[src/rtl/adder_pkg.sv]
// Shared types and helpers for the sequential chunked adder/subtractor.
// Holds the FSM state encoding, operation codes and chunk-count helpers.
package adder_pkg;

  typedef enum logic [1:0] {
    IDLE = 2'd0,
    RUN  = 2'd1,
    DONE = 2'd2
  } state_t;

  localparam logic OP_ADD = 1'b0;
  localparam logic OP_SUB = 1'b1;

  function automatic bit width_ok(input int width, input int chunk);
    return (chunk >= 1) && (chunk <= width) && ((width % chunk) == 0);
  endfunction

  function automatic int calc_nchunk(input int width, input int chunk);
    return width_ok(width, chunk) ? (width / chunk) : 1;
  endfunction

endpackage

[src/rtl/seq_chunk_adder_chunk_add.sv]
// Combinational CHUNK-bit ripple-carry slice shared by every RUN cycle.
// c_msb exposes the carry into the top bit so the caller can derive signed overflow.
module chunk_add #(
  parameter int CHUNK = 4
) (
  input  logic [CHUNK-1:0] a,
  input  logic [CHUNK-1:0] b,
  input  logic             ci,
  output logic [CHUNK-1:0] s,
  output logic             co,
  output logic             c_msb
);

  logic [CHUNK:0] cv;

  assign cv[0] = ci;

  for (genvar i = 0; i < CHUNK; i++) begin : g_bit
    assign s[i]    = a[i] ^ b[i] ^ cv[i];
    assign cv[i+1] = (a[i] & b[i]) | (a[i] & cv[i]) | (b[i] & cv[i]);
  end

  assign co    = cv[CHUNK];
  assign c_msb = cv[CHUNK-1];

endmodule

[src/rtl/seq_chunk_adder.sv]
// Multi-cycle adder/subtractor: WIDTH-bit operands processed CHUNK bits per clock,
// LSB chunk first, with valid/ready handshakes and carry/overflow/zero flags.
module seq_chunk_adder
  import adder_pkg::*;
#(
  parameter int WIDTH = 16,
  parameter int CHUNK = 4
) (
  input  logic             clk,
  input  logic             rst_n,
  input  logic             clear,
  input  logic             in_valid,
  output logic             in_ready,
  input  logic             op_sub,
  input  logic [WIDTH-1:0] a,
  input  logic [WIDTH-1:0] b,
  input  logic             cin,
  output logic             out_valid,
  input  logic             out_ready,
  output logic [WIDTH-1:0] sum,
  output logic             cout,
  output logic             ovf,
  output logic             zero
);

  localparam int NCHUNK = calc_nchunk(WIDTH, CHUNK);
  localparam int IDX_W  = (NCHUNK > 1) ? $clog2(NCHUNK) : 1;

  if (!width_ok(WIDTH, CHUNK)) begin : g_bad_width
    $error("seq_chunk_adder: WIDTH must be a positive multiple of CHUNK");
  end

  state_t           state, state_nxt;
  logic [IDX_W-1:0] idx;
  logic [WIDTH-1:0] a_r, b_r;
  logic             carry;
  logic [CHUNK-1:0] s_c;
  logic             co_c, cmsb_c;
  logic [WIDTH-1:0] sum_nxt;
  logic             accept, last;

  assign in_ready  = (state == IDLE);
  assign out_valid = (state == DONE);
  assign accept    = in_valid & in_ready & ~clear;
  assign last      = (idx == IDX_W'(NCHUNK - 1));

  chunk_add #(.CHUNK(CHUNK)) u_slice (
    .a     (a_r[idx*CHUNK +: CHUNK]),
    .b     (b_r[idx*CHUNK +: CHUNK]),
    .ci    (carry),
    .s     (s_c),
    .co    (co_c),
    .c_msb (cmsb_c)
  );

  // Result with the current chunk merged in; on the last chunk this is the full sum.
  always_comb begin
    sum_nxt = sum;
    sum_nxt[idx*CHUNK +: CHUNK] = s_c;
  end

  always_comb begin
    state_nxt = state;
    case (state)
      IDLE:    if (accept)    state_nxt = RUN;
      RUN:     if (last)      state_nxt = DONE;
      DONE:    if (out_ready) state_nxt = IDLE;
      default:                state_nxt = IDLE;
    endcase
    if (clear) state_nxt = IDLE;
  end

  always_ff @(posedge clk or negedge rst_n) begin
    if (!rst_n) state <= IDLE;
    else        state <= state_nxt;
  end

  always_ff @(posedge clk or negedge rst_n) begin
    if (!rst_n) begin
      idx   <= '0;
      a_r   <= '0;
      b_r   <= '0;
      carry <= 1'b0;
      sum   <= '0;
      cout  <= 1'b0;
      ovf   <= 1'b0;
      zero  <= 1'b0;
    end else if (clear) begin
      idx <= '0;
    end else begin
      case (state)
        IDLE: if (accept) begin
          a_r   <= a;
          b_r   <= (op_sub == OP_SUB) ? ~b : b;
          carry <= (op_sub == OP_SUB) ? 1'b1 : cin;
          idx   <= '0;
        end
        RUN: begin
          sum   <= sum_nxt;
          carry <= co_c;
          idx   <= last ? '0 : idx + IDX_W'(1);
          if (last) begin
            cout <= co_c;
            ovf  <= cmsb_c ^ co_c;
            zero <= (sum_nxt == '0);
          end
        end
        default: ;
      endcase
    end
  end

endmodule

[config.mk]
export PLATFORM = sky130hd
export DESIGN_NAME = seq_chunk_adder
export DESIGN_NICKNAME = d
export VERILOG_FILES = /design/src/rtl/adder_pkg.sv /design/src/rtl/seq_chunk_adder_chunk_add.sv /design/src/rtl/seq_chunk_adder.sv
export SDC_FILE = /design/constraint.sdc
export NUM_CORES = 1
export LEC_CHECK = 0
export ABC_AREA = 1
export CAP_MARGIN = 5
export CORE_MARGIN = 8
export CORE_UTILIZATION = 30
export CTS_CLUSTER_DIAMETER = 200
export DETAILED_ROUTE_END_ITERATION = 16
export HOLD_SLACK_MARGIN = 0.08
export MAX_ROUTING_LAYER = met4
export PLACE_DENSITY = 0.6
export REMOVE_ABC_BUFFERS = 1
export SYNTH_ARGS = -nofsm -noshare
export SYNTH_HDL_FRONTEND = slang
export SYNTH_SLANG_ARGS = --single-unit
[constraint.sdc]
create_clock -name clk -period 4.9 [get_ports clk]
set_input_delay 1.47 -clock clk [delete_from_list [all_inputs] [get_ports clk]]
set_output_delay 1.47 -clock clk [all_outputs]
set_load 0.05 [all_outputs]
==> results.tsv, run 1 <==
metric	value	unit
crit path cell chain	inv_1 > o21ai_0 > o22ai_1 > fa_1 > inv_1 > fa_1 > fa_1 > fa_1 > nor2_1 > nand2_1 > o21ai_0 > nor2_1 > nand2_1 > nor2_1 > nand2_1 > nand2_1	
Leak	0.001734	uW
number of global-route vias before repair	2666	
GPL Wtd Cong	0.8623	
Port Buffers	59	
core area	0.009774	mm^2
vias per cell	4.562	
maximum capacitance violations	0	
Final Setup Violations	0	
Most used DFF post-synth	dfrtp_1	
P_int	857.0	uW
Final min period	3.618	ns
PwrDens	362.7	mW/mm^2
Die Area	0.01357	mm^2
CTS tree	yes	
Worst EP arrival	3.83	ns
Die W	116.5	um
Starting Density	31.00	%
Setup Buffers After CTS	0	
routed wire length	7.332	mm
clock slew at reported path FFs	0.11	ns
DRC	0	
DRT Pass-1 Iters	4	
layout net count	484	
CTS Hold Buffers Added	0	
Post-synth EDFFs	0	
RSZ-0062 raised after global routing	no	
Total GRT Usage	11.79	%
Hold Slack	0.4900	ns
critical path class	reg2reg	
power consumption	1377	uW
wire length per cell	12.89	um
Achievable Freq	0.2764	GHz
Synth-to-Final Area Change	25.31	%
part of the power in registers	43.3	%
worst-margin pin slew	0.8674	ns
clock buffer depth	2	
non-filler cells, final	569	
Clk Latency, worst-skew pair	0.31	ns
Initial DRC Count	173	
crit-path max cell delay	0.50	ns
Post-Syn Area per Cell	7.912	um^2
Row Count	36	
Synth async-reset ratio	100.0	%
antenna viol nets, final	0	
share of layout cells above drive strength 1	4.587	%
Worst Setup Start Kind	flip-flop	
first-pass GRT wire length	12.51	mm
largest net degree at the start of global routing	39	
Area contributors post-synth	dfrtp_1 46%, nand2_1 17%, o21ai_0 7.4%, nor2_1 3.8%, inv_1 3.6%	
die height	116.5	um
io pins	60	
# resized after CTS	0	
ant diodes	0	
initial antenna violation count	0	
fin util	38.85	%
clock root buffer	clkbuf_8	
htree depth	2	
Max stage delay cell, worst path	dfrtp_1	
Max VDD drop	0.1751	mV
crit path capture type	flip-flop	
DP Cell Count	561	
Mapped Area	0.003030	mm^2
Ys Warns	0	
status	completed	
Syn Inst Count	383	
WP buf/inv	2	
clk sinks	56	
CP top delay family	adder cells	
Rel. slew slack	41.99	%
Post-DP HPWL	5.731	mm
TNS Setup	0	ns
synth unique cells	27	
Hold Path Class	reg2reg	
post-synthesis register bit count	56	
number of buffers created by CTS	5	
largest area contributor in the netlist	dfrtp_1	
Worst Clk Skew	0.01536	ns
clock power share	19.9	%
period utilization	73.84	%
Final Max Slew Viols	0	
Sw Ratio	37.77	%
via count	2596	
Final Hold Viols	0	
sequential share of the synthesized area	46.24	%
CP max FO	14	
Worst EP required	5.11	ns
Net Sw Power	520.2	uW
combinational power share	36.8	%
GR Overflow Total	0	
Yosys top cell area share	46.24	%
==> worst reg2reg max path, stage by stage, from the launching register on <==
cell     delay (ns)
dfrtp_1        0.50
inv_1          0.36
o21ai_0        0.17
o22ai_1        0.21
fa_1           0.21
inv_1          0.05
fa_1           0.37
fa_1           0.43
fa_1           0.47
nor2_1         0.15
nand2_1        0.10
o21ai_0        0.22
nor2_1         0.09
nand2_1        0.07
nor2_1         0.04
nand2_1        0.05
nand2_1        0.04
==> state kept, by name, summed over array words and instances, names as in the netlist <==
register,cells
idx,2
b_r,16
a_r,16
state,2
zero,1
ovf,1
carry,1
sum,16
cout,1
==> path summary, 6_finish.rpt <==
| check | startpoint | end | slack [ns] | cells after the start |
|---|---|---|---|---|
| max | idx[1] | zero | 1.28 | 16 |
| min | a_r[9] | a_r[9] | 0.49 | 2 |
| max reg2reg | idx[1] | zero | 1.28 | 16 |
| min reg2reg | a_r[9] | a_r[9] | 0.49 | 2 |
| max in group asynchronous | rst_n | sum[5] | 2.94 | 2 |
| min in group asynchronous | rst_n | a_r[11] | 1.18 | 1 |
==> kinds of logic (layout without fill, tap and decap cells) <==
family	Yosys count	in the layout	synth area share [%]
compound gates	68	68	12.43
xor+xnor	17	17	4.913
fa+ha+maj	10	10	5.120
buf+inv	47	100	7.266
flops	56	56	46.24
simple gates	185	185	24.03
==> routing by layer <==
layer | wire length, um | track usage (%) | part of all wire [%]
met1 | 3418 | 14.66 | 47
met2 | 3391 | 18.49 | 46
met3 | 410 | 2.896 | 5.6
met4 | 112 | 3.717 | 1.5
met5 | 0 | - | 0
==> synth_stat cells (2+ instances only) <==
cell,number
a21oi_1,10
a32o_1,3
buf_2,8
buf_4,3
buf_6,3
clkbuf_1,3
dfrtp_1,56
fa_1,4
ha_1,6
inv_1,29
nand2_1,139
nand3_1,10
nor2_1,31
o21ai_0,45
o21ai_2,2
o22ai_1,5
xnor2_1,11
xor2_1,6
==> placed cells by master, fill, tap and decap left out <==
cell type          n
dfrtp_1           56
inv_6              2
nor2_4             1
fa_1               4
inv_2              1
or2_2              1
buf_2              1
inv_1             29
nand3_2            1
o21ai_0           45
nor2_1            31
nor2_2             1
o22ai_1            5
xnor2_1           11
clkbuf_8           6
buf_4              3
xor2_1             6
nand2_1          139
a21oi_1           10
nand2_2            1
a22oi_1            1
nand3_1           10
clkdlybuf4s50_1   58
ha_1               6
o21bai_1           1
o21ai_2            2
a32o_1             3
o21a_1             1
==> through the flow <==
step	instance area (um^2)	setup WS (ns)
after floorplan	2923	1.424
after global placement	3697	1.485
after detailed placement	3697	1.361
after CTS	3797	1.334
after global routing	3797	1.093
final	3797	1.282
==> power groups by stage <==
stage                     Sequential (uW)  Combinational, uW  Clock [uW]
after CTS                             596                512         282
after global placement                604                501           0
after detailed placement              605                511           0
final                                 596                507         274
after global routing                  606                568         299
after floorplan                       676                255           0
==> final cells by class <==
| class | instances | area, um^2 |
|---|---|---|
| Timing Repair Buffer | 62 | 608.1 |
| Multi-Input combinational cell | 280 | 1409 |
| Fill cell | 1025 | 5977 |
| Tap cell | 133 | 166.4 |
| Inverter | 30 | 112.6 |
| Clock inverter | 2 | 17.52 |
| Clock buffer | 6 | 82.58 |
| Sequential cell | 56 | 1401 |
Power figures use the tool's default switching activity.
==> run 2, diff against run 1 <==
Settings changed: PLACE_DENSITY 0.6 to 0.62.
Clock period 4.9 ns to 3 ns, I/O delays scaled along.
==> run 2 against run 1 <==
Net effect: via count increased by 0.39%; utilization increased by 1.7 points; highest routed layer unchanged; flip-flop and latch count is the same; count of clock-buffer cells in the layout unchanged; combinational power rose by 75%; cell count up 3.0%; setup slack got worse by 1.3 ns; first-iteration DRC count decreased by 30%; routed wire length grew 0.71%; power rose by 65%; cell area grew 4.3%.
==> results.tsv, run 2 (synthesized netlist as in run 1, its figures left out) <==
metric	value	unit
status	completed	
Worst EP arrival	3.19	ns
htree depth	2	
multi-input logic area	0.001446	mm^2
Hold Path Class	reg2reg	
Total GRT Usage	11.59	%
vias per cell	4.447	
Starting Density	31.00	%
routed wire length	7.384	mm
Row Count	36	
commonest cells after routing, fill and taps aside	138 x nand2_1, 58 x clkdlybuf4s50_1, 55 x dfrtp_1	
launching point of the worst reg2reg path	idx[0]	
Achievable Freq	0.3355	GHz
ant diodes	0	
Final Setup Violations	0	
number of buffers created by CTS	5	
core area	0.009774	mm^2
Final min period	2.980	ns
Leak	0.001807	uW
io pins	60	
PwrDens	574.7	mW/mm^2
CTS Hold Buffers Added	0	
commonest non-fill, non-tap cell in the layout	nand2_1	
clock root buffer	clkbuf_8	
r2r setup slk	0.02	ns
Post-DP HPWL	5.774	mm
DRC	0	
Hold Slack	0.4881	ns
Final Max Slew Viols	0	
Die Area	0.01357	mm^2
Rel. slew slack	61.94	%
antenna viol nets, final	0	
crit path capture type	flip-flop	
R2R cell count	15	
Worst Setup Start Kind	flip-flop	
period utilization	99.34	%
fin util	40.50	%
CP max FO	6	
share of layout cells above drive strength 1	11.26	%
worst-margin pin slew	0.5701	ns
Synth-to-Final Area Change	30.64	%
largest net degree at the start of global routing	39	
Port Buffers	59	
Worst Clk Skew	0.01025	ns
TNS Setup	0	ns
RSZ-0062 raised after global routing	yes	
Hold Startpoint	a_r[11]	
clock buffer depth	2	
DRT Pass-1 Iters	4	
clock slew at reported path FFs	0.11	ns
die height	116.5	um
clk sinks	56	
CTS tree	yes	
number of global-route vias before repair	2675	
maximum capacitance violations	0	
Final WS setup	0.01976	ns
reg2reg end	zero	
Reg area	0.001403	mm^2
Worst EP required	3.21	ns
GPL Wtd Cong	0.9072	
first-pass GRT wire length	12.30	mm
Die W	116.5	um
WHS Path Cells	2	
fillcell total	1050	
Post-DP Area	0.003810	mm^2
finished layout cell area	0.003959	mm^2
via count	2606	
critical path class	reg2reg	
initial antenna violation count	0	
Final Hold Viols	0	
GR Overflow Total	0	
Clk Latency, worst-skew pair	0.31	ns
Largest regs	a_r: 16 flops, b_r: 16 flops, sum: 16 flops	
layout net count	501	
Max VDD drop	0.2530	mV
wire length per cell	12.60	um
Hold Crit Endpoint	a_r[11]	
Initial DRC Count	121	
dpl ws	-0.2715	ns
[run 2: through the flow]
stage,cells,total power [uW]
after detailed placement,576,1843
after global placement,576,1833
after global routing,586,2444
final,586,2275
after CTS,585,2283
after floorplan,366,1520
[run 2: final cells by class]
| class | instances | share of cell area [%] |
|---|---|---|
| clock inverter | 2 | 0.4109 |
| clock buffer | 6 | 1.833 |
| sequential | 56 | 35.43 |
| multi-input combinational | 280 | 36.54 |
| timing repair buffer | 79 | 18.68 |
| tap | 133 | 4.204 |
| inverter | 30 | 2.908 |
[run 2: timing repair]
| item | CTS | global route |
|---|---|---|
| endpoints found under the setup margin | 5 | 5 |
| pin swaps | 0 | 2 |
| resized for setup | 9 | 13 |
| endpoints found under the hold margin | 0 | 0 |
| setup buffers | 1 | 1 |
[run 2: how the worst max path moves through the flow]
stage / start / to / slack [ns] / cells after the start
after floorplan: idx[0] / zero / -0.48 / 16
after global placement: idx[0] / zero / -0.11 / 16
after detailed placement: idx[0] / zero / -0.27 / 16
after CTS: idx[0] / zero / -0.01 / 16
after global routing: idx[0] / zero / -0.14 / 16
final: idx[0] / zero / 0.02 / 15
[run 2: worst max-delay path, cell delays in order (launching register included)]
cell	delay (ns)
dfrtp_2	0.47
inv_4	0.10
nor2_2	0.04
o22ai_2	0.20
fa_2	0.23
inv_2	0.04
fa_2	0.33
fa_2	0.36
fa_1	0.48
nor2_2	0.14
nand2_2	0.08
o21a_1	0.19
nand3_1	0.08
nor2_1	0.05
nand2_1	0.06
nand2_1	0.04
[run 2: where the power goes]
part | internal, uW | switching, uW | leakage [uW] | total (uW)
Combinational | 362 | 526 | 0.00105 | 888
Sequential | 889 | 79.8 | 0.000714 | 969
Clock | 167 | 252 | 0.0000414 | 419
[run 2: metal layers]
layer  wire length, um  GRT usage [%]  vias up
li1                  -              -     1342
met3               411          2.689        2
met4                38          2.593        0
met2              3502          18.95       69
met1              3431          14.27     1193
met5                 0              -        -
==> run 3, diff against run 2 <==
Settings changed: CAP_MARGIN 5 to 20.
==> results of run 3 <==
No change in the layout: final DEF, timing and power equal those of run 2.
